File: src/rtl/add64_pkg.sv
// Shared width constant and result record for the add64 issue/result path.
package add64_pkg;

  localparam int ADD_W = 64;

  typedef struct packed {
    logic [ADD_W-1:0] sum;
    logic             cout;
  } res_t;

endpackage

File: src/rtl/add64_res_fifo.sv
// Result buffer between the external adder and the res_* handshake.
// Circular buffer with modulo-DEPTH pointers; caller guarantees no push when full.
module add64_res_fifo
  import add64_pkg::*;
#(
  parameter int DEPTH = 4
) (
  input  logic clk,
  input  logic rst,
  input  logic i_push,
  input  res_t i_push_data,
  input  logic i_pop,
  output logic o_valid,
  output res_t o_data
);

  localparam int PW = $clog2(DEPTH);
  localparam int CW = $clog2(DEPTH + 1);

  res_t          r_mem [DEPTH];
  logic [PW-1:0] r_wr;
  logic [PW-1:0] r_rd;
  logic [CW-1:0] r_cnt;
  logic          w_pop;

  assign o_valid = (r_cnt != '0);
  assign w_pop   = i_pop && o_valid;
  // Empty buffer presents zeros so reset leaves the result bus at 0.
  assign o_data  = o_valid ? r_mem[r_rd] : '0;

  always_ff @(posedge clk) begin
    if (i_push) r_mem[r_wr] <= i_push_data;
  end

  always_ff @(posedge clk) begin
    if (!rst) begin
      r_wr  <= '0;
      r_rd  <= '0;
      r_cnt <= '0;
    end else begin
      if (i_push) r_wr <= (r_wr == PW'(DEPTH - 1)) ? '0 : r_wr + 1'b1;
      if (w_pop)  r_rd <= (r_rd == PW'(DEPTH - 1)) ? '0 : r_rd + 1'b1;
      r_cnt <= r_cnt + CW'(i_push) - CW'(w_pop);
    end
  end

endmodule

File: src/rtl/add64_issue.sv
// Issues operand pairs to an external registered 64-bit adder and buffers results
// with credit flow control. Optional carry chaining: define ADD64_ISSUE_CHAIN_EN.
module add64_issue
  import add64_pkg::*;
#(
  parameter int DEPTH   = 4,
  parameter int ADD_LAT = 1
) (
  input  logic             clk,
  input  logic             rst,
  input  logic             in_valid,
  output logic             in_ready,
  input  logic [ADD_W-1:0] in_a,
  input  logic [ADD_W-1:0] in_b,
  input  logic             in_cin,
`ifdef ADD64_ISSUE_CHAIN_EN
  input  logic             in_chain,
`endif
  output logic [ADD_W-1:0] add_a,
  output logic [ADD_W-1:0] add_b,
  output logic             add_cin,
  input  logic [ADD_W-1:0] add_sum,
  input  logic             add_cout,
  output logic             res_valid,
  input  logic             res_ready,
  output logic [ADD_W-1:0] res_sum,
  output logic             res_cout
);

  localparam int CW = $clog2(DEPTH + 1);

  logic [ADD_LAT:0] r_vld;
  logic [CW-1:0]    r_outst;
  logic             r_run;
  logic             w_xfer;
  logic             w_pop;
  logic             w_push;
  logic             w_cin;
  logic             w_credit;
  res_t             w_push_data;
  res_t             w_head;

  // Credits come only from registered state; a pop is visible one cycle later.
  assign w_credit = r_run && (r_outst < CW'(DEPTH));

`ifdef ADD64_ISSUE_CHAIN_EN
  logic r_last_cout;

  // A chained op waits until its predecessor's carry has come back.
  assign in_ready = w_credit && !(in_valid && in_chain && (|r_vld));
  assign w_cin    = in_chain ? r_last_cout : in_cin;

  always_ff @(posedge clk) begin
    if (!rst)        r_last_cout <= 1'b0;
    else if (w_push) r_last_cout <= add_cout;
  end
`else
  assign in_ready = w_credit;
  assign w_cin    = in_cin;
`endif

  assign w_xfer      = in_valid && in_ready;
  assign w_pop       = res_valid && res_ready;
  assign w_push      = r_vld[ADD_LAT];
  assign w_push_data = '{sum: add_sum, cout: add_cout};

  always_ff @(posedge clk) begin
    if (!rst) begin
      add_a   <= '0;
      add_b   <= '0;
      add_cin <= 1'b0;
    end else if (w_xfer) begin
      add_a   <= in_a;
      add_b   <= in_b;
      add_cin <= w_cin;
    end
  end

  always_ff @(posedge clk) begin
    if (!rst) begin
      r_vld   <= '0;
      r_outst <= '0;
      r_run   <= 1'b0;
    end else begin
      r_vld[0] <= w_xfer;
      for (int k = 1; k <= ADD_LAT; k++) r_vld[k] <= r_vld[k-1];
      r_outst <= r_outst + CW'(w_xfer) - CW'(w_pop);
      r_run   <= 1'b1;
    end
  end

  add64_res_fifo #(.DEPTH(DEPTH)) u_res_fifo (
    .clk         (clk),
    .rst         (rst),
    .i_push      (w_push),
    .i_push_data (w_push_data),
    .i_pop       (w_pop),
    .o_valid     (res_valid),
    .o_data      (w_head)
  );

  assign res_sum  = w_head.sum;
  assign res_cout = w_head.cout;

endmodule

File: config.mk
export PLATFORM = sky130hd
export DESIGN_NAME = add64_issue
export DESIGN_NICKNAME = d
export VERILOG_FILES = /design/src/rtl/add64_pkg.sv /design/src/rtl/add64_res_fifo.sv /design/src/rtl/add64_issue.sv
export SDC_FILE = /design/constraint.sdc
export NUM_CORES = 1
export LEC_CHECK = 0
export BUFFER_PORTS_ARGS = -buffer_cell sky130_fd_sc_hd__clkbuf_2
export CAP_MARGIN = 15
export CORE_MARGIN = 10
export CORE_UTILIZATION = 55
export DETAILED_ROUTE_END_ITERATION = 7
export GPL_TIMING_DRIVEN = 0
export PLACE_DENSITY = 0.82
export RECOVER_POWER = 50
export SETUP_SLACK_MARGIN = 0.15
export SKIP_CTS_REPAIR_TIMING = 1
export SLEW_MARGIN = 20
export SYNTH_ARGS = -nofsm -noshare
export SYNTH_HDL_FRONTEND = slang
export SYNTH_SLANG_ARGS = --single-unit
File: constraint.sdc
create_clock -name clk -period 5.65 [get_ports clk]
set_clock_uncertainty 0.05 [all_clocks]
set_input_delay 1.4125 -clock clk [delete_from_list [all_inputs] [get_ports clk]]
set_output_delay 1.4125 -clock clk [all_outputs]
set_load 0.02 [all_outputs]
==> results of run 1 <==
worst max path at each step:
stage,endpoint,slack [ps],cells past startpoint
floorplan,r_outst[2]$_SDFF_PN0_,2340,11
global placement,u_res_fifo.r_mem[3][35]$_DFFE_PP_,1920,2
detailed placement,r_outst[2]$_SDFF_PN0_,2060,12
CTS,res_sum[45],1940,6
global route,u_res_fifo.r_mem[2][29]$_DFFE_PP_,920,4
finish,u_res_fifo.r_mem[2][36]$_DFFE_PP_,1300,4
cells by family after synthesis:
group,share of synthesized area
and+or+nand+nor,0.09961
adders and majority gates,0.009167
xor gates and xnor gates,0.002292
DFF,0.6993
muxes,0.09707
AOI/OAI and AO/OA,0.06499
buffers and inverters,0.02758
cell type report:
class | instances | area (µm²)
Sequential cell | 404 | 10690
Fill cell | 1896 | 8167
Multi-Input combinational cell | 563 | 4175
Timing Repair Buffer | 397 | 1964
Clock buffer | 49 | 1056
Tap cell | 372 | 465.4
Buffer | 67 | 391.6
Clock inverter | 22 | 214.0
Inverter | 8 | 30.03
Antenna cell | 9 | 22.52
per-stage QoR:
stage	cells	total power, µW	util
finish	1891	7822	0.6995
CTS	1882	7911	0.7029
detailed placement	1811	5342	0.6562
global placement	1807	5309	0.6520
floorplan	1042	4657	-
global route	1891	8173	0.6995
power breakdown:
group          leakage, µW  internal [µW]  switching, µW  total, µW
Sequential         0.00352           3250           58.5       3310
Combinational      0.00303            777           1150       1930
Clock             0.000619           1510           1070       2580
Total              0.00717           5540           2280       7820
routing by layer:
layer	up-vias	routed length [µm]
li1	4608	-
met1	4832	14770
met2	408	20510
met3	69	3462
met4	2	1191
met5	-	10
registers in the layout, summed over array words and instances, names as in the netlist, named ones only:
name              count
r_vld                 2
r_run                 1
u_res_fifo.r_cnt      3
u_res_fifo.r_mem    260
add_a                64
u_res_fifo.r_wr       2
r_outst               3
add_b                64
add_cin               1
u_res_fifo.r_rd       2
worst max-delay path, delay by kind of cell, from the launching register on:
kind          cells  cell delay [ps]
buf+inv           2             1970
simple gates      1             1400
flops             1              350
fa+ha+maj         1              140
synth_stat cells (all sizes together):
master	number	area [µm²]
buf	41	291.5
fa	2	40.04
nand3	1	5.000
edfxtp	260	7807
or3	1	6.260
xnor2	2	17.52
nand4	2	12.51
mux4	65	1464
mux2i	2	20.02
nor2b	3	18.77
inv	8	30.03
and3b	1	8.760
clkbuf	26	100.1
nor2	2	7.510
nand2	260	975.9
a21boi	129	968.4
dfxtp	144	2883
o21ai	5	25.02
and2	78	488.0
ha	8	100.1
xor2	2	17.52
==> qor.txt, run 1 <==
count of max-cap constraint violations - 5
Die H - 186.7 µm
clock root cell - sky130_fd_sc_hd__clkbuf_16
Synth Register Bits - 404
time the final worst path needs with I/O delays and setup - 4355 ps
classification of the worst setup path - register to register
number of warnings issued by yosys - 0
GRT met2 Usage - 0.3814
met1 global-route usage - 0.2538
number of nets with antenna violations after routing - 0
final-layout worst hold slack - 388.0 ps
Post-Syn Nets - 1250
routed length per instance - 21.12 µm
minimum setup slack after placement - 2063 ps
cells after synthesis - 1042
Cells on Worst Hold Path - 1
GP Congestion - 0.8841
starting utilization of the core area - 0.5625
transition time of the tightest slew-check pin - 2503 ps
violated checks - max-capacitance violations, max-slew violations
maximum frequency from static timing analysis - 229.6 MHz
Residual DRC - 0
number of cells on the worst reg-to-reg path - 4
CP Cell Sequence - inv_1, ha_1, and2_0, clkbuf_1
terminating pin of the worst hold path - r_vld[1]$_SDFF_PN0_
Critical R2R Launch - u_res_fifo.r_wr[0]$_SDFFE_PN0P_
met3 GRT Util - 0.06946
most common library cell in the layout ignoring fill and taps - sky130_fd_sc_hd__clkbuf_2
total congestion overflow - 0
clock net sink count - 404
most frequent cells in the layout - sky130_fd_sc_hd__clkbuf_2 (330), sky130_fd_sc_hd__nand2_1 (260), sky130_fd_sc_hd__edfxtp_1 (260)
cell area after synthesis - 15290 µm²
number of port buffers - 393
Max Fanout on Critical Path - 41
Reg2Reg Capture Point - u_res_fifo.r_mem[2][36]$_DFFE_PP_
leakage power summed over all cells - 0.007167 µW
maximum single-stage delay on the critical path - 1870 ps
combined global-route utilization of all metal layers - 0.2216
startpoint of the worst hold path - r_vld[0]$_SDFF_PN0_
capturing element type of the critical path - register
I/O pin count - 394
Required @ worst endpoint - 5690 ps
outcome - complete, but fails checks
number of antenna violations at the first check in global routing - 10
sequential share of the synthesized area - 0.6993
fin. max-slew vios - 146
PwrDens - 411.5 nW/µm²
TritonCTS buffer count - 40
number of H-tree branching levels - 2
hpwl dp - 29.05 mm
final instance area - 19010 µm²
clock tree from TritonCTS - built
Max VDD drop - 0.2369 mV
die footprint - 34860 µm²
share of cells above drive strength 1 - 0.3285
most utilized layer in the global route result - met2
clock-pin slew on the worst setup and hold paths - 60 ps
core area - 27180 µm²
number of global-route vias before repair - 10197
number of vias after detailed routing - 9919
arrival time of data at the critical path endpoint - 4390 ps
insertion delay of the later-clocked pin in the worst-skew pair - 520 ps
vias per cell - 5.245
row count - 60
reg-to-reg slack, setup - 1300 ps
class of the most critical hold timing path - register to register
RSZ-0062 raised after global routing - false
normalized max-slew margin - -0.6686
maximum number of pins on one net before global-route repair - 47
launch point of the worst path - u_res_fifo.r_wr[0]$_SDFFE_PN0P_
final-report hold violation count - 0
Fin Setup TNS - 0 ps
first-pass GRT wire length - 60.19 mm
setup ws final - 1295 ps
net count reported at finish - 1689
critical path launch point type - register
period utilization - 0.7708
post-synthesis average cell area - 14.67 µm²
x dimension of the die - 186.7 µm
wirelength, routed - 39.94 mm
setup-violating endpoint count in the final report - 0
Synth cell types - 26
Area growth, synth to finish - 24.35%
CTS max path bufs - 3
DRT iter0 DRCs - 596
DR pass1 iterations - 5
worst-path cell with the longest stage delay - sky130_fd_sc_hd__clkbuf_1
placed instance area - 17830 µm²
(Power assumes the default switching activity.)
==> run 2: changes to the inputs <==
--- a/config.mk
+++ b/config.mk
@@ -8,10 +8,10 @@
 export BUFFER_PORTS_ARGS = -buffer_cell sky130_fd_sc_hd__clkbuf_2
 export CAP_MARGIN = 15
 export CORE_MARGIN = 10
-export CORE_UTILIZATION = 55
+export CORE_UTILIZATION = 53
 export DETAILED_ROUTE_END_ITERATION = 7
 export GPL_TIMING_DRIVEN = 0
-export PLACE_DENSITY = 0.82
+export PLACE_DENSITY = 0.8
 export RECOVER_POWER = 50
 export SETUP_SLACK_MARGIN = 0.15
 export SKIP_CTS_REPAIR_TIMING = 1
==> constraint.sdc (replaced) <==
create_clock -name clk -period 4.3 [get_ports clk]
set_clock_uncertainty 0.05 [all_clocks]
set_input_delay 1.075 -clock clk [delete_from_list [all_inputs] [get_ports clk]]
set_output_delay 1.075 -clock clk [all_outputs]
set_load 0.02 [all_outputs]
==> qor.txt, run 2 (synthesis gave the netlist of run 1 again) <==
outcome - complete, but fails checks
violated checks - max-capacitance violations, max-slew violations
leakage power summed over all cells - 0.007172 µW (about the same)
setup-violating endpoint count in the final report - 0 (unchanged)
number of global-route vias before repair - 10530 (+3.3%)
transition time of the tightest slew-check pin - 2316 ps (-186.5 ps)
total congestion overflow - 0 (unchanged)
maximum number of pins on one net before global-route repair - 46 (-2.1%)
combined global-route utilization of all metal layers - 0.2176 (-0.003988)
Max Fanout on Critical Path - 41 (unchanged)
number of fillers in the final layout - 2115 (+12%)
count of max-cap constraint violations - 4 (-1)
I/O pin count - 394 (unchanged)
final-report hold violation count - 0 (unchanged)
Required @ worst endpoint - 4380 ps (-1310 ps)
wirelength, routed - 39.93 mm (about the same)
die footprint - 36040 µm² (+3.4%)
vias per cell - 5.201 (-0.84%)
Residual DRC - 0 (unchanged)
Max VDD drop - 0.3737 mV (+58%)
CTS max path bufs - 3 (unchanged)
Critical R2R Launch - u_res_fifo.r_wr[0]$_SDFFE_PN0P_
capturing element type of the critical path - register
PwrDens - 543.7 nW/µm² (+32%)
routed length per instance - 20.95 µm (-0.82%)
max reg flops - 260 (unchanged)
startpoint of the worst hold path - r_vld[0]$_SDFF_PN0_
RSZ-0062 raised after global routing - false
period utilization - 0.8327 (+0.06191)
classification of the worst setup path - register to register
time the final worst path needs with I/O delays and setup - 3581 ps (-774.4 ps)
number of port buffers - 393 (unchanged)
clock root cell - sky130_fd_sc_hd__clkbuf_16
minimum setup slack after placement - 1069 ps (-994.6 ps)
FF/Latch Area - 10690 µm² (unchanged)
number of H-tree branching levels - 2 (unchanged)
final-layout worst hold slack - 384.0 ps (-3.946 ps)
normalized max-slew margin - -0.5451 (+0.1235)
Die H - 189.8 µm (+1.7%)
reg-to-reg slack, setup - 720 ps (-580 ps)
hpwl dp - 28.75 mm (-1.0%)
number of antenna violations at the first check in global routing - 8 (-2)
DRT iter0 DRCs - 538 (-9.7%)
TritonCTS buffer count - 42 (+5.0%)
non-filler instance count after layout - 1906 (+0.79%)
insertion delay of the later-clocked pin in the worst-skew pair - 520 ps (about the same)
largest registers - u_res_fifo.r_mem x260, add_a x64, add_b x64
most common library cell in the layout ignoring fill and taps - sky130_fd_sc_hd__clkbuf_2
clock tree from TritonCTS - built
core area - 28550 µm² (+5.0%)
net count reported at finish - 1691 (+0.12%)
combined area of the multi-input logic cells - 4175 µm² (unchanged)
clock net sink count - 404 (unchanged)
row count - 62 (+3.3%)
register with the most flip-flops - u_res_fifo.r_mem
arrival time of data at the critical path endpoint - 3660 ps (-730 ps)
x dimension of the die - 189.8 µm (+1.7%)
Area growth, synth to finish - 24.61%
most frequent cells in the layout - sky130_fd_sc_hd__clkbuf_2 (332), sky130_fd_sc_hd__nand2_1 (260), sky130_fd_sc_hd__edfxtp_1 (260)
number of nets with antenna violations after routing - 0 (unchanged)
first-pass GRT wire length - 60.66 mm (+0.78%)
number of vias after detailed routing - 9914 (-0.050%)
Inst Count DP - 1823 (+0.66%)
setup ws final - 719.4 ps (-575.6 ps)
DR pass1 iterations - 6 (+1)
clock-pin slew on the worst setup and hold paths - 60 ps (about the same)
launch point of the worst path - u_res_fifo.r_wr[0]$_SDFFE_PN0P_
GP Congestion - 0.8665 (-2.0%)
maximum frequency from static timing analysis - 279.3 MHz (+22%)
critical path launch point type - register
class of the most critical hold timing path - register to register
share of cells above drive strength 1 - 0.3289 (+0.0004532)
Fin Setup TNS - 0 ps (unchanged)
starting utilization of the core area - 0.5355 (-0.02702)
fin. max-slew vios - 105 (-28%)
==> run 2: cell type report <==
type,instances,share of cell area
multi-input combinational,563,0.2192
clock buffer,55,0.05938
timing repair buffer,397,0.1020
sequential,404,0.5612
inverter,8,0.001576
buffer,67,0.02049
antenna,8,0.001051
tap,384,0.02522
clock inverter,20,0.009918
==> run 2: worst paths after layout <==
kind / endpoint / cells past startpoint
max: u_res_fifo.r_mem[2][47]$_DFFE_PP_ / 4
min: r_vld[1]$_SDFF_PN0_ / 1
max reg2reg: u_res_fifo.r_mem[2][47]$_DFFE_PP_ / 4
min reg2reg: r_vld[1]$_SDFF_PN0_ / 1
==> run 2: through the flow <==
step                utilization  power, µW  area, µm²
CTS                      0.6714      10500      19170
global route             0.6672      10840      19050
detailed placement       0.6252       7026      17850
global placement         0.6212       6986      17730
floorplan                     -       6119      15290
finish                   0.6673      10360      19050
==> run 2: per-layer routing <==
metal | GRT usage | vias to the layer above | routed length [µm]
met2 | 0.3734 | 425 | 20430
met4 | 0.08120 | 2 | 1287
met3 | 0.07378 | 76 | 3936
li1 | - | 4615 | -
met5 | 0 | - | 13
met1 | 0.2475 | 4796 | 14260
==> run 2: worst max-delay path, cell delays in order, from the launching register on <==
cell                       delay [ps]
sky130_fd_sc_hd__dfxtp_1          350
sky130_fd_sc_hd__inv_1             90
sky130_fd_sc_hd__ha_1             140
sky130_fd_sc_hd__and2_0          1440
sky130_fd_sc_hd__clkbuf_2        1090
==> run 2: power breakdown <==
group	leakage, µW	internal (µW)	switching (µW)	total (µW)
Sequential	0.00352	4270	76.3	4350
Combinational	0.00302	1020	1530	2550
Clock	0.000631	2040	1420	3460
==> run 3: changes to the inputs <==
==> constraint.sdc (replaced) <==
create_clock -name clk -period 3.5 [get_ports clk]
set_clock_uncertainty 0.05 [all_clocks]
set_input_delay 0.875 -clock clk [delete_from_list [all_inputs] [get_ports clk]]
set_output_delay 0.875 -clock clk [all_outputs]
set_load 0.02 [all_outputs]
==> qor.txt, run 3 (synthesis gave the netlist of run 1 again) <==
most common library cell in the layout ignoring fill and taps - sky130_fd_sc_hd__clkbuf_2
number of H-tree branching levels - 2 (unchanged)
violated checks - max-capacitance violations, max-slew violations
DRT iter0 DRCs - 526 (-2.2%)
outcome - complete, but fails checks
number of global-route vias before repair - 10530 (unchanged)
fin. max-slew vios - 104 (-0.95%)
Max VDD drop - 0.4585 mV (+23%)
classification of the worst setup path - register to primary output
share of cells above drive strength 1 - 0.3256 (-0.003303)
most frequent cells in the layout - sky130_fd_sc_hd__clkbuf_2 (330), sky130_fd_sc_hd__nand2_1 (260), sky130_fd_sc_hd__edfxtp_1 (260)
capturing element type of the critical path - primary output
placed instance area - 17850 µm² (unchanged)
clock tree from TritonCTS - built
insertion delay of the later-clocked pin in the worst-skew pair - 520 ps (about the same)
CTS max path bufs - 3 (unchanged)
DR pass1 iterations - 8 (+2)
TritonCTS buffer count - 42 (unchanged)
setup-violating endpoint count in the final report - 0 (unchanged)
clock-pin slew on the worst setup and hold paths - 60 ps (about the same)
transition time of the tightest slew-check pin - 2325 ps (+8.497 ps)
PwrDens - 667.3 nW/µm² (+23%)
I/O pin count - 394 (unchanged)
net count reported at finish - 1691 (unchanged)
count of max-cap constraint violations - 4 (unchanged)
final-layout worst hold slack - 384.1 ps (+0.03400 ps)
RSZ-0062 raised after global routing - false
row count - 62 (unchanged)
first-pass GRT wire length - 60.66 mm (unchanged)
normalized max-slew margin - -0.5508 (-0.005668)
Die H - 189.8 µm (unchanged)
largest registers - u_res_fifo.r_mem x260, add_a x64, add_b x64
arrival time of data at the critical path endpoint - 2220 ps (-1440 ps)
Area growth, synth to finish - 24.72% (about the same)
core area - 28550 µm² (unchanged)
max reg flops - 260 (unchanged)
total congestion overflow - 0 (unchanged)
non-filler instance count after layout - 1906 (unchanged)
final instance area - 19070 µm² (about the same)
register with the most flip-flops - u_res_fifo.r_mem
critical path launch point type - register
x dimension of the die - 189.8 µm (unchanged)
Residual DRC - 0 (unchanged)
combined global-route utilization of all metal layers - 0.2176 (unchanged)
leakage power summed over all cells - 0.007155 µW (-0.23%)
maximum frequency from static timing analysis - 317.8 MHz
Fin Setup TNS - 0 ps (unchanged)
number of antenna violations at the first check in global routing - 8 (unchanged)
number of vias after detailed routing - 9921 (+0.071%)
number of port buffers - 393 (unchanged)
Core Util, Final - 0.6679 (about the same)
routed length per instance - 20.95 µm (about the same)
vias per cell - 5.205 (about the same)
wirelength, routed - 39.92 mm (about the same)
clock net sink count - 404 (unchanged)
Required @ worst endpoint - 2570 ps (-1810 ps)
Max Fanout on Critical Path - 10 (-76%)
die footprint - 36040 µm² (unchanged)
number of nets with antenna violations after routing - 0 (unchanged)
clock root cell - sky130_fd_sc_hd__clkbuf_16
time the final worst path needs with I/O delays and setup - 3147 ps
period utilization - 0.8991
class of the most critical hold timing path - register to register
GP Congestion - 0.8665 (unchanged)
Inst Count DP - 1823 (unchanged)
maximum number of pins on one net before global-route repair - 46 (unchanged)
final-report hold violation count - 0 (unchanged)
starting utilization of the core area - 0.5355 (unchanged)
hpwl dp - 28.75 mm (unchanged)
## run 3: final timing paths
kind | from | endpoint | slack, ps | cells past startpoint
setup / recovery | u_res_fifo.r_cnt[1]$_SDFF_PN0_ | res_sum[51] | 350 | 6
hold / removal | r_vld[0]$_SDFF_PN0_ | r_vld[1]$_SDFF_PN0_ | 380 | 1
setup reg to reg | u_res_fifo.r_wr[0]$_SDFFE_PN0P_ | u_res_fifo.r_mem[1][14]$_DFFE_PP_ | 390 | 3
hold reg to reg | r_vld[0]$_SDFF_PN0_ | r_vld[1]$_SDFF_PN0_ | 380 | 1
## run 3: cell type report
| class | instances | area, µm² |
|---|---|---|
| plain buffers | 67 | 381.6 |
| diodes | 8 | 20.02 |
| inverters | 8 | 30.03 |
| clock buffers | 55 | 1131 |
| well taps | 384 | 480.5 |
| repair buffers | 397 | 1968 |
| flip-flops and latches | 404 | 10690 |
| fillers | 2113 | 9482 |
| multi-input cells | 563 | 4175 |
| clock inverters | 20 | 188.9 |
## run 3: worst max-delay path, stage by stage (launching register included)
cell	delay, ps
sky130_fd_sc_hd__dfxtp_1	320
sky130_fd_sc_hd__or3_1	350
sky130_fd_sc_hd__buf_2	200
sky130_fd_sc_hd__clkbuf_2	220
sky130_fd_sc_hd__clkbuf_2	240
sky130_fd_sc_hd__and2_1	200
sky130_fd_sc_hd__clkbuf_2	170
## run 3: power by group
part	internal, µW	switching [µW]	total (µW)
Sequential	5250	94.2	5350
Combinational	1250	1880	3130
Clock	2500	1740	4250
Total	9010	3720	12700
## run 3: stage by stage
stage	power, µW	worst slack (ps)
final	12720	353.2
after floorplan	7518	723.5
after global routing	13310	185.5
after CTS	12900	278.7
after detailed placement	8632	468.8
after global placement	8583	-255.9
## run 3: per-layer routing
layer | vias up | GRT usage | wire (µm)
met5 | - | 0 | 13
met4 | 2 | 0.08120 | 1301
met3 | 76 | 0.07378 | 3809
met2 | 409 | 0.3734 | 20410
met1 | 4817 | 0.2475 | 14390
li1 | 4617 | - | -
